--- config.mk ---
export PLATFORM = sky130hd
export DESIGN_NAME = spi_pattern_gen_flat
export DESIGN_NICKNAME = d
export VERILOG_FILES = /design/src/rtl/spi_pattern_gen_if.sv /design/src/rtl/spi_pattern_gen.sv /design/src/flat_wrapper.sv
export SDC_FILE = /design/constraint.sdc
export NUM_CORES = 1
export LEC_CHECK = 0
export CAP_MARGIN = 20
export CORE_MARGIN = 8
export CORE_UTILIZATION = 56
export CTS_BUF_LIST = sky130_fd_sc_hd__clkbuf_16
export CTS_CLUSTER_SIZE = 25
export DETAILED_ROUTE_END_ITERATION = 10
export PLACE_DENSITY = 0.79
export SLEW_MARGIN = 20
export SYNTH_ARGS = -nofsm -noshare
export SYNTH_HDL_FRONTEND = slang
export SYNTH_SLANG_ARGS = --single-unit
--- constraint.sdc ---
create_clock -name clk -period 3 [get_ports clk]
set_clock_uncertainty 0.15 [all_clocks]
set_input_delay 0.6 -clock clk [delete_from_list [all_inputs] [get_ports clk]]
set_output_delay 0.6 -clock clk [all_outputs]
set_load 0.005 [all_outputs]
--- src/rtl/spi_pattern_gen_if.sv ---
// Purpose: bundles the pattern generator's control and FIFO-write signals.
// Latency: none, wires only.
// Backpressure: full from the TX FIFO stalls the producer; wr is only ever high while full is low.
// Ports (master = generator side):
//   start  / frames : run request and frame count, into the generator
//   busy   / done   : run status, out of the generator
//   wdata  / wr     : FIFO write data and strobe, out of the generator
//   full            : FIFO full, into the generator
interface spi_pattern_gen_if #(
  parameter int DATA = 8
);
  logic            start;
  logic [7:0]      frames;
  logic            busy;
  logic            done;
  logic [DATA-1:0] wdata;
  logic            wr;
  logic            full;

  modport master (
    input  start, frames, full,
    output busy, done, wdata, wr
  );

  modport slave (
    output start, frames, full,
    input  busy, done, wdata, wr
  );
endinterface

--- src/rtl/spi_pattern_gen.sv ---
// Purpose: writes N frames of the byte ramp FIRST..FIRST+LEN-1 into the SPI TX FIFO for loopback bring-up.
// Latency: first write one cycle after start is accepted; LEN cycles per frame with full low, then GAP idle cycles.
// Backpressure: wr = WRITE && !full, so a full cycle simply holds idx/wdata; nothing is lost or repeated.
// Ports: clk, rst (synchronous, active-low), bus (spi_pattern_gen_if.master:
//   start, frames, busy, done, wdata, wr, full).
// Option: SPI_PATGEN_CRC_EN appends a CRC-8 (poly 0x07, init 0) byte after each frame's data bytes.
module spi_pattern_gen #(
  parameter int              DATA  = 8,
  parameter logic [DATA-1:0] FIRST = DATA'(8'h31),
  parameter int              LEN   = 9,
  parameter int              GAP   = 0
) (
  input  logic                clk,
  input  logic                rst,
  spi_pattern_gen_if.master   bus
);

  localparam logic [1:0] S_IDLE  = 2'd0;
  localparam logic [1:0] S_WRITE = 2'd1;
  localparam logic [1:0] S_GAP   = 2'd2;
  localparam logic [1:0] S_DONE  = 2'd3;

  localparam logic [7:0] GAP_M1 = 8'(GAP - 1);

`ifdef SPI_PATGEN_CRC_EN
  // The CRC byte sits at idx==LEN, one slot past the last data byte.
  localparam logic [7:0] LAST_IDX = 8'(LEN);
  localparam logic [7:0] DATA_END = 8'(LEN - 1);
`else
  localparam logic [7:0] LAST_IDX = 8'(LEN - 1);
`endif

  logic [1:0]      state;
  logic [7:0]      idx;
  logic [7:0]      fcnt;
  logic [7:0]      gcnt;
  logic [DATA-1:0] wdata_q;
  logic            wr;

  assign wr        = (state == S_WRITE) && !bus.full;
  assign bus.wr    = wr;
  assign bus.wdata = wdata_q;
  assign bus.busy  = (state != S_IDLE);
  assign bus.done  = (state == S_DONE);

`ifdef SPI_PATGEN_CRC_EN
  logic [7:0] crc;
  logic [7:0] crc_nxt;

  // MSB-first CRC-8, whole byte folded in, then eight shift/reduce steps.
  function automatic logic [7:0] crc8_byte(input logic [7:0] c, input logic [7:0] d);
    logic [7:0] r;
    r = c ^ d;
    for (int i = 0; i < 8; i++) begin
      r = r[7] ? ((r << 1) ^ 8'h07) : (r << 1);
    end
    return r;
  endfunction

  assign crc_nxt = crc8_byte(crc, wdata_q[7:0]);
`endif

  always_ff @(posedge clk) begin
    if (!rst) begin
      state   <= S_IDLE;
      idx     <= '0;
      fcnt    <= '0;
      gcnt    <= '0;
      wdata_q <= '0;
`ifdef SPI_PATGEN_CRC_EN
      crc     <= '0;
`endif
    end else begin
      case (state)
        S_IDLE: begin
          if (bus.start) begin
            if (bus.frames != 8'd0) begin
              state   <= S_WRITE;
              fcnt    <= bus.frames;
              idx     <= '0;
              wdata_q <= FIRST;
`ifdef SPI_PATGEN_CRC_EN
              crc     <= '0;
`endif
            end else begin
              state <= S_DONE;
            end
          end
        end

        S_WRITE: begin
          if (wr) begin
            if (idx == LAST_IDX) begin
              if (fcnt == 8'd1) begin
                state <= S_DONE;
              end else begin
                fcnt <= fcnt - 8'd1;
                if (GAP > 0) begin
                  state <= S_GAP;
                  gcnt  <= '0;
                end else begin
                  idx     <= '0;
                  wdata_q <= FIRST;
`ifdef SPI_PATGEN_CRC_EN
                  crc     <= '0;
`endif
                end
              end
            end else begin
              idx <= idx + 8'd1;
`ifdef SPI_PATGEN_CRC_EN
              crc <= crc_nxt;
              // After the last data byte the next word is the finished CRC.
              if (idx == DATA_END) begin
                wdata_q <= crc_nxt;
              end else begin
                wdata_q <= FIRST + DATA'(idx + 8'd1);
              end
`else
              wdata_q <= FIRST + DATA'(idx + 8'd1);
`endif
            end
          end
        end

        S_GAP: begin
          if (gcnt == GAP_M1) begin
            state   <= S_WRITE;
            idx     <= '0;
            wdata_q <= FIRST;
`ifdef SPI_PATGEN_CRC_EN
            crc     <= '0;
`endif
          end else begin
            gcnt <= gcnt + 8'd1;
          end
        end

        default: begin
          state <= S_IDLE;
        end
      endcase
    end
  end

endmodule

--- src/flat_wrapper.sv ---
// flat-port wrapper written by rule: the top's interface ports become plain ports
module spi_pattern_gen_flat 
#(
  parameter int              DATA  = 8,
  parameter logic [DATA-1:0] FIRST = DATA'(8'h31),
  parameter int              LEN   = 9,
  parameter int              GAP   = 0
)
  (clk, rst, bus_start, bus_frames, bus_full, bus_busy, bus_done, bus_wdata, bus_wr);
  spi_pattern_gen_if #(.DATA(DATA)) bus_i ();
  input  logic clk;
  input  logic rst;
  input wire logic [$bits(bus_i.start)-1:0] bus_start;
  input wire logic [$bits(bus_i.frames)-1:0] bus_frames;
  input wire logic [$bits(bus_i.full)-1:0] bus_full;
  output wire logic [$bits(bus_i.busy)-1:0] bus_busy;
  output wire logic [$bits(bus_i.done)-1:0] bus_done;
  output wire logic [$bits(bus_i.wdata)-1:0] bus_wdata;
  output wire logic [$bits(bus_i.wr)-1:0] bus_wr;
  assign bus_i.start = bus_start;
  assign bus_i.frames = bus_frames;
  assign bus_i.full = bus_full;
  assign bus_busy = bus_i.busy;
  assign bus_done = bus_i.done;
  assign bus_wdata = bus_i.wdata;
  assign bus_wr = bus_i.wr;
  spi_pattern_gen #(.DATA(DATA), .FIRST(FIRST), .LEN(LEN), .GAP(GAP)) u_core (.clk(clk), .rst(rst), .bus(bus_i));
endmodule
==> flow_summary.ini <==
[outcome]
status = finished, final reports clean

[place]
globalplace.congestion = 0.833
dp_cells = 325
hpwlAfterDp_mm = 3.44
port_buffers = 22

[min_path]
hold_path_class = reg -> reg
hold_path_depth = 2
hold_path.startpoint = u_core.bus.wdata[2]

[logic_synthesis]
ys_warn_count = 0
synth.area.top_cells = dfxtp_1 (34%), a21oi_1 (6.5%), nand2_1 (5.5%)
synth-async-reset-ratio = 0
synth_top_area_frac = 0.341
synth_seq_cells = 34
ys_types = 50
avgSynthCellArea_um2 = 7.70
postSynthCellCount = 259
synth_area_um2 = 1990
synth-edff-count = 0
synth_ff_type = dfxtp_1
ys_seq_area_frac = 0.341
syn-num-nets = 277
yosys.area.top_type = dfxtp_1

[setup_path]
crit_path_end_kind = primary output
path_cells = clkdlybuf4s50_1 -> nor2_1 -> clkdlybuf4s50_1
cp.depth = 3
cpLargestDelayFamily = buffers and inverters
cp-startpoint = bus_full
cp.required_ns = 2.25
r2r_start = u_core.gcnt[0]
crit_top_cell = clkdlybuf4s50_1
critical_path_buf_inv_count = 2
worst-setup-path-type = in -> out
worst_path_max_delay_cell = clkdlybuf4s50_1
arrival_ns = 1.68
critical-path-max-stage-delay_ns = 0.52
worstRegToRegCells = 8
critPathLaunchType = input port
worstPathMaxFanout = 2

[routing]
first_pass_iters = 5
wire_per_inst_um = 14.6
vias = 1907
antenna_left = 0
viasPerCell = 5.74
drc_errors = 0
drtIter0Drc = 94
wl_mm = 4.85

[clocking]
root_buffer = clkbuf_16
cts_tree = done
clock_sinks = 34
clkTransAtPathRegs_ns = 0.05
clockBufferDepth = 2
htreeDepth = 2
cts_resized = 0
clk-insertion-delay-late_ns = 0.27
postCtsHoldBufs = 0
postCtsSetupRepairBufs = 0
numCtsBuffers = 5

[floorplanning]
die_h_um = 75.7
ios = 23
fp.dieArea_um2 = 5720
core-area_um2 = 3390
die-width_um = 75.7
rows = 21
start_util = 0.588

[timing]
timing.final.crit_period_ns = 2.43
setup_violations = 0
clock.fmax_ghz = 0.412
worst_pin_slew_ns = 0.529
final_max_slew_viol_count = 0
fin_tns_setup_ns = 0
max_slew_margin = 0.645
rsz0062_at_grt = no
hold_violations = 0
period_share = 0.809

[run]
cap_violations = 0

[global_route]
grt_pass1_vias = 1861
track_usage = 0.182
grt_overflow = 0
grt_max_degree = 19
grt_pass1_wl_mm = 8.20
antenna_found_initial = 0

[layout]
antenna_cells = 0
fin_nets = 304
finalNonFillerCells = 332
synthToLayoutAreaGrowth_pct = 22.3
drive_gt1_frac = 0.0804

[power]
pwr-share-seq = 0.414
clkPwrFrac = 0.390
switching_power_uw = 310
p_comb_frac = 0.196
power_density_nw_per_um2 = 486
power.internal_uw = 874
vdd_drop_max_mv = 0.441
p_leak_uw = 0.000964
switching_share = 0.262
path summary, 6_finish.rpt:
path                               to  slack [ns]
hold / removal    u_core.bus.wdata[2]        0.31
setup / recovery               bus_wr        0.57
hold reg to reg   u_core.bus.wdata[2]        0.31
setup reg to reg        u_core.idx[4]        0.66
Yosys cell counts (3+ instances only):
cell      count
inv_1         9
nand3_1      19
and3_1        3
buf_2         3
nor2b_1       4
xor2_1        8
o21ai_1       5
dfxtp_1      34
nor4_1        3
xnor2_1       8
a21oi_1      26
nand2_1      29
and2_1        4
nor3b_1       4
o21ai_0      11
ha_1          6
nor3_1        7
nor2_1       23
clkbuf_1     10
a21o_1        4
sequential cells by signal, summed over array words and instances (netlist names):
signal	cells
u_core.bus.wdata	8
u_core.fcnt	8
u_core.idx	8
u_core.state	2
u_core.gcnt	8
tightest hold or removal path, stage by stage (launching register included):
cell	delay, ns
dfxtp_1	0.31
nand2_1	0.05
a21oi_1	0.05
layout by cell type, fill, tap and decap left out, drive strengths merged, types with 2 or more instances in the layout:
master and count:
nor3 7, clkdlybuf4s50 22, xnor2 8, inv 11, o21bai 2, a211oi 2
o21ai 17, nor2 23, nand2b 2, nor2b 4, nor4b 2, nand4 3
nor4 3, or2 2, ha 6, a21o 4, nor3b 4, and2 4
and3 3, clkbuf 5, a211o 2, buf 12, o21a 2, nand2 29
o41ai 2, xor2 8, o211ai 2, dfxtp 34, a21oi 26, nand3 19
nand4b 2
stage by stage:
step / setup slack (ns) / cell area (um^2) / power [uW] / utilization / hold slack, ns
6_report: 0.573 / 2440 / 1180 / 0.719 / 0.308
3_3_place_gp: 0.376 / 2300 / 723 / 0.680 / 0.296
3_5_place_dp: 0.348 / 2300 / 729 / 0.680 / 0.297
4_1_cts: 0.567 / 2440 / 1190 / 0.719 / 0.310
2_1_floorplan: 0.634 / 1990 / 634 / - / 0.298
5_1_grt: 0.491 / 2440 / 1230 / 0.719 / 0.340
layer usage:
metal,vias to the layer above,wire [um],track usage
li1,969,-,-
met2,37,2310,0.318
met4,0,65,0.0490
met5,-,0,0
met3,6,202,0.0447
met1,895,2270,0.216
cells by family after synthesis:
kind of cell | count (synthesis) | share of synthesized area
adders and majority gates | 6 | 0.0377
xor gates and xnor gates | 16 | 0.0703
buffers and inverters | 24 | 0.0471
AOI/OAI and AO/OA | 68 | 0.222
DFF | 34 | 0.341
muxes | 1 | 0.00502
and+or+nand+nor | 110 | 0.277
final cells by class:
type | count | area, um^2
well taps | 46 | 57.6
repair buffers | 34 | 310
fillers | 283 | 952
multi-input cells | 201 | 1220
inverters | 10 | 37.5
flip-flops and latches | 34 | 681
clock inverters | 2 | 7.51
clock buffers | 5 | 125
power groups by stage:
stage          clock, uW  combinational (uW)  sequential, uW
3_3_place_gp           0                 224             499
6_report             462                 232             490
2_1_floorplan          0                 138             496
4_1_cts              472                 232             490
3_5_place_dp           0                 230             499
5_1_grt              487                 255             493
(Power assumes the default switching activity.)
